<file path="src/rtl/dma_pea_in_xbar.sv">
// Input-stream crossbar: one fall-through FIFO per DMA read channel, broadcast to the PEA data inputs.
// Optional per-channel backpressure counters are built when MAGE_IN_XBAR_STALL_CNT_EN is defined.
module dma_pea_in_xbar #(
    parameter int unsigned N_CH       = 4,
    parameter int unsigned N_DIN      = 4,
    parameter int unsigned DW         = 32,
    parameter int unsigned FIFO_DEPTH = 4,
    localparam int unsigned SEL_W     = (N_CH > 1) ? $clog2(N_CH) : 1
) (
    input  logic                        clk_i,
    input  logic                        rst_n_i,
    input  logic                        clear_i,
    input  logic [N_CH-1:0]             dma_valid_i,
    input  logic [N_CH-1:0][DW-1:0]     dma_data_i,
    output logic [N_CH-1:0]             dma_ready_o,
    input  logic [N_DIN-1:0][SEL_W-1:0] sel_i,
    input  logic [N_DIN-1:0]            pea_en_i,
    input  logic [N_DIN-1:0]            pea_ready_i,
    output logic [N_DIN-1:0]            pea_valid_o,
    output logic [N_DIN-1:0][DW-1:0]    pea_data_o,
    output logic [N_DIN-1:0]            pea_take_o,
    output logic [N_CH-1:0][15:0]       stall_cnt_o
);

    localparam int unsigned PTR_W = (FIFO_DEPTH > 1) ? $clog2(FIFO_DEPTH) : 1;
    localparam int unsigned CNT_W = PTR_W + 1;

    logic [N_CH-1:0][FIFO_DEPTH-1:0][DW-1:0] mem_q, mem_d;
    logic [N_CH-1:0][PTR_W-1:0]              wr_ptr_q, wr_ptr_d;
    logic [N_CH-1:0][PTR_W-1:0]              rd_ptr_q, rd_ptr_d;
    logic [N_CH-1:0][CNT_W-1:0]              cnt_q, cnt_d;
    logic [N_CH-1:0]                         ready_q, ready_d;

    logic [N_CH-1:0] cons_c;
    logic [N_CH-1:0] grp_rdy_c;
    logic [N_CH-1:0] nonempty_c;
    logic [N_CH-1:0] push_c;
    logic [N_CH-1:0] pop_c;

    // Consumer groups: a word leaves only when every enabled reader of its channel is ready.
    always_comb begin
        cons_c     = '0;
        grp_rdy_c  = '1;
        nonempty_c = '0;
        push_c     = '0;
        pop_c      = '0;
        for (int unsigned c = 0; c < N_CH; c++) begin
            for (int unsigned p = 0; p < N_DIN; p++) begin
                if (pea_en_i[p] && (sel_i[p] == SEL_W'(c))) begin
                    cons_c[c]    = 1'b1;
                    grp_rdy_c[c] = grp_rdy_c[c] & pea_ready_i[p];
                end
            end
            nonempty_c[c] = (cnt_q[c] != '0);
            push_c[c]     = dma_valid_i[c] & ready_q[c];
            pop_c[c]      = nonempty_c[c] & cons_c[c] & grp_rdy_c[c];
        end
    end

    // FIFO next state; a flush discards any push or pop of the same cycle.
    always_comb begin
        mem_d    = mem_q;
        wr_ptr_d = wr_ptr_q;
        rd_ptr_d = rd_ptr_q;
        cnt_d    = cnt_q;
        ready_d  = '0;
        for (int unsigned c = 0; c < N_CH; c++) begin
            if (clear_i) begin
                wr_ptr_d[c] = '0;
                rd_ptr_d[c] = '0;
                cnt_d[c]    = '0;
            end else begin
                if (push_c[c]) begin
                    mem_d[c][wr_ptr_q[c]] = dma_data_i[c];
                    wr_ptr_d[c]           = wr_ptr_q[c] + PTR_W'(1);
                end
                if (pop_c[c]) begin
                    rd_ptr_d[c] = rd_ptr_q[c] + PTR_W'(1);
                end
                cnt_d[c] = cnt_q[c] + CNT_W'(push_c[c]) - CNT_W'(pop_c[c]);
            end
            ready_d[c] = (cnt_d[c] < CNT_W'(FIFO_DEPTH)) && !clear_i;
        end
    end

    always_ff @(posedge clk_i or negedge rst_n_i) begin
        if (!rst_n_i) begin
            mem_q    <= '0;
            wr_ptr_q <= '0;
            rd_ptr_q <= '0;
            cnt_q    <= '0;
            ready_q  <= '0;
        end else begin
            mem_q    <= mem_d;
            wr_ptr_q <= wr_ptr_d;
            rd_ptr_q <= rd_ptr_d;
            cnt_q    <= cnt_d;
            ready_q  <= ready_d;
        end
    end

    assign dma_ready_o = ready_q;

    // PEA side: fall-through head word of the selected channel.
    always_comb begin
        pea_valid_o = '0;
        pea_take_o  = '0;
        pea_data_o  = '0;
        for (int unsigned p = 0; p < N_DIN; p++) begin
            pea_data_o[p]  = mem_q[sel_i[p]][rd_ptr_q[sel_i[p]]];
            pea_valid_o[p] = pea_en_i[p] & nonempty_c[sel_i[p]];
            pea_take_o[p]  = pea_en_i[p] & pop_c[sel_i[p]];
        end
    end

`ifdef MAGE_IN_XBAR_STALL_CNT_EN
    logic [N_CH-1:0][15:0] stall_q, stall_d;

    // Saturating count of cycles a ready word waits on a lagging consumer.
    always_comb begin
        stall_d = stall_q;
        for (int unsigned c = 0; c < N_CH; c++) begin
            if (clear_i) begin
                stall_d[c] = '0;
            end else if (nonempty_c[c] && cons_c[c] && !grp_rdy_c[c] && (stall_q[c] != '1)) begin
                stall_d[c] = stall_q[c] + 16'd1;
            end
        end
    end

    always_ff @(posedge clk_i or negedge rst_n_i) begin
        if (!rst_n_i) begin
            stall_q <= '0;
        end else begin
            stall_q <= stall_d;
        end
    end

    assign stall_cnt_o = stall_q;
`else
    assign stall_cnt_o = '0;
`endif

endmodule

</file>
<file path="config.mk">
export PLATFORM = sky130hd
export DESIGN_NAME = dma_pea_in_xbar
export DESIGN_NICKNAME = d
export VERILOG_FILES = /design/src/rtl/dma_pea_in_xbar.sv
export SDC_FILE = /design/constraint.sdc
export NUM_CORES = 2
export LEC_CHECK = 0
export CAP_MARGIN = 10
export CELL_PAD_IN_SITES_DETAIL_PLACEMENT = 1
export CELL_PAD_IN_SITES_GLOBAL_PLACEMENT = 1
export CORE_AREA = 2 2 311 313
export DETAILED_ROUTE_END_ITERATION = 10
export DIE_AREA = 0 0 313 315
export DONT_BUFFER_PORTS = 1
export HOLD_SLACK_MARGIN = 0.1
export PLACE_DENSITY = 0.74
export SYNTH_ARGS = -nofsm -noshare
export SYNTH_HDL_FRONTEND = slang
export SYNTH_SLANG_ARGS = --single-unit
export TNS_END_PERCENT = 5
</file>
<file path="constraint.sdc">
create_clock -name clk_i -period 3.2 [get_ports clk_i]
set_input_delay 0.48 -clock clk_i [delete_from_list [all_inputs] [get_ports clk_i]]
set_output_delay 0.48 -clock clk_i [all_outputs]
set_load 0.01 [all_outputs]
</file>
==> PnR_summary.wiki <==
{| class="wikitable"
! Metric !! Value
|-
| Final worst slack || -0.480 ns
|-
| Share of the clock period used by the worst path after layout || 115%
|-
| Layout Skew || 0.0524 ns
|-
| Utilization after layout || 45.8%
|-
| Setup violation total in the final timing report || 123
|-
| Worst hold margin || -0.319 ns
|-
| Clock root cell || clkbuf_16
|-
| Vias/cell || 6.72
|-
| Cell type contributing the most total cell area after synthesis || dfrtp_1
|-
| Number of buffers on the longest clock path || 3
|-
| Post-DP Area || 0.0390 mm2
|-
| Post-Place Setup Slack || 0.271 ns
|-
| Initial antenna violation count || 11
|-
| Wire length of the first global-routing pass || 199 mm
|-
| Area of all placed cells without fillers || 0.0438 mm2
|-
| Post-Synthesis Cells || 2623
|-
| Slew at the pin closest to its max-slew limit || 4.83 ns
|-
| Post-synthesis sequential element count || 544
|-
| Overall die area || 0.0986 mm2
|-
| Number of cell instances on the worst register-to-register path || 12
|-
| Biggest fanout along the worst timing path || 544
|-
| Starting DRC count in detailed routing || 3126
|-
| VDD IR max || 0.663 mV
|-
| Number of buffers inserted during clock tree synthesis || 66
|-
| Primary FF master, synth || dfrtp_1
|-
| Data arrival, critical path || 2.88 ns
|-
| Initial core utilization || 39.6%
|-
| CP Capture Type || async pin
|-
| DRC errors left || 0
|-
| Vias post-DR || 27000
|-
| Number of top-level design ports || 355
|-
| Clock network latency to the later pin of the worst-skew pair || 0.65 ns
|-
| Share of the synthesized area in the top cell type || 35.9%
|-
| Clock sink count || 544
|-
| Data required, critical path || 2.40 ns
|-
| Wire length per cell after detailed routing || 34.8 um
|-
| Endpoint of the worst-slack reg-to-reg timing path || dma_ready_o[3]
|-
| Std cell rows || 114
|-
| Register clock-pin slew on the reported worst setup and hold paths || 0.06 ns
|-
| Height of the die || 315 um
|-
| Result of the run || complete, but fails checks
|-
| Gp weighted congestion || 0.862
|-
| Total core area || 0.0957 mm2
|-
| Clock tree from TritonCTS || done
|-
| Antenna viol nets, final || 0
|-
| Sequential share of the synthesized area || 35.9%
|-
| Startpoint type of the worst setup path || input port
|-
| Max capacitance violation total || 0
|-
| RSZ-0062 raised after global routing || true
|-
| Vias in the first global route || 29000
|-
| Post-Route Setup TNS || -10.09 ns
|-
| Leading cell types by total area after synthesis || dfrtp_1 (36%), mux4_2 (31%), mux2_2 (15%)
|-
| HPWL after detailed placement || 77.3 mm
|-
| Type of the worst min-delay path || input port to async pin
|-
| Fin nets || 2869
|-
| Number of buffers inserted by hold repair at cts || 133
|-
| Syn-to-layout area delta || 15.7%
|-
| Highest-count cells in the layout ignoring fill and taps || dfrtp_1 (542), mux4_2 (516), mux2_2 (513)
|-
| Clock period minus final worst setup slack || 3.68 ns
|-
| Count of flip-flops with a built-in enable after synthesis || 0
|-
| Routed wire length || 140 mm
|-
| Reg-to-reg slack, setup || 0.37 ns
|-
| Post-route total power || 34.1 mW
|-
| Highest clock frequency the design can meet || 272 MHz
|-
| Number of max-slew violations in the final report || 512
|-
| Warning count from the yosys run || 0
|-
| Worst setup path class || input port to async pin
|-
| Mean instance size in the synthesized netlist || 14.4 um2
|-
| Ratio of cells with drive above 1 in the final layout || 51.6%
|-
| Worst reg2reg path startpoint || cnt_q[10]
|-
| Netlist cell types || 46
|-
| Overflow left after global routing || 0
|-
| Detailed-routing iteration count for the pre-antenna-repair pass || 5
|-
| Leak Pwr || 17.6 nW
|-
| Pin count of the biggest net entering global routing || 545
|-
| Commonest non-fill, non-tap cell in the layout || dfrtp_1
|-
| PD cells || 777 mW/mm2
|-
| Netlist area before placement || 0.0379 mm2
|-
| Number of levels the H-tree was split into || 3
|-
| Worst slew margin relative to its limit || -222%
|-
| Total of buffers placed on input and output ports || 0
|-
| Overall Global Routing Usage || 27.3%
|-
| Failing checks || negative hold slack, max-slew violations, negative setup slack
|-
| Async SR Flop Fraction || 100%
|-
| Count of endpoints failing hold in the final timing report || 98
|-
| Horizontal extent of the die || 313 um
|}
## metrics by stage
stage	hold WS, ns	instances
2_1_floorplan	0.184	2686
3_3_place_gp	0.271	3738
3_5_place_dp	0.277	3738
4_1_cts	-0.381	3994
5_1_grt	-0.359	4024
6_report	-0.319	4025
## final cells by class
type | instances | area [um2]
fill | 9309 | 51900
multi-input combinational | 1806 | 23500
sequential | 544 | 13600
timing repair buffer | 247 | 2650
clock buffer | 85 | 1870
tap | 1276 | 1600
clock inverter | 34 | 479
inverter | 25 | 93.8
antenna | 8 | 20.0
## routing by layer
metal  vias up  GRT usage, %  part of all wire [%]
met1     14600          34.7                    38
met5         -             0                 0.033
met3       335          6.37                   9.2
met4         8          9.70                   3.6
met2      1612          45.7                    50
li1      10500             -                     -
## worst max-delay path by stage
stage / from / endpoint / slack, ns / cells after the start
final: rst_n_i / rd_ptr_q[4] / -0.48 / 0
after CTS: rd_ptr_q[0] / pea_data_o[117] / -0.10 / 6
after global routing: rd_ptr_q[0] / pea_data_o[108] / -0.15 / 8
after floorplan: sel_i[0] / dma_ready_o[2] / 0.1 / 15
after detailed placement: sel_i[2] / pea_data_o[32] / 0.27 / 6
after global placement: sel_i[4] / dma_ready_o[0] / 0.25 / 11
## sequential cells by signal (all words and copies together) (netlist names)
| register | count |
|---|---|
| mem_q | 512 |
| dma_ready_o | 4 |
| wr_ptr_q | 8 |
| rd_ptr_q | 8 |
| cnt_q | 12 |
## power breakdown
part | internal [mW] | switching, mW
Combinational | 7.74 | 6.80
Sequential | 8.87 | 2.43
Clock | 4.96 | 3.27
## synth_stat cells, drive strengths merged, types with 2 or more instances
cell and n:
o21ai 5, clkbuf 101, or3 3, nor2b 145, nand4 4, inv 25
fa 4, mux2 513, nand3b 5, a31oi 2, mux2i 128, nand4b 3
and3 3, nor3 5, nor2 24, nor3b 3, a211oi 130, dfrtp 544
nand2 27, xor2 6, nand3 12, buf 210, a21oi 135, o211ai 5
ha 24, and2 2, mux4 524, or4 2, xnor2 11, a21o 2
nor4bb 5
## timing repair
item	4_1_cts	5_1_grt
hold endpoints to repair	1088	544
setup buffers	2	11
gates cloned	2	12
setup endpoints to repair	68	89
pin swaps	0	20
gates resized for setup	60	103
## logic make-up (layout without fill, tap and decap cells)
family          after synthesis  in the layout  synth area share [%]
compound gates              287            287                  4.80
xor+xnor                     17             17                 0.393
fa+ha+maj                    28             28                  1.00
buf+inv                     336            391                  4.26
flops                       544            544                  35.9
mux                        1165           1165                  49.8
other cells                   1             72               0.00990
simple gates                245            245                  3.78
Power figures use the tool's default switching activity.
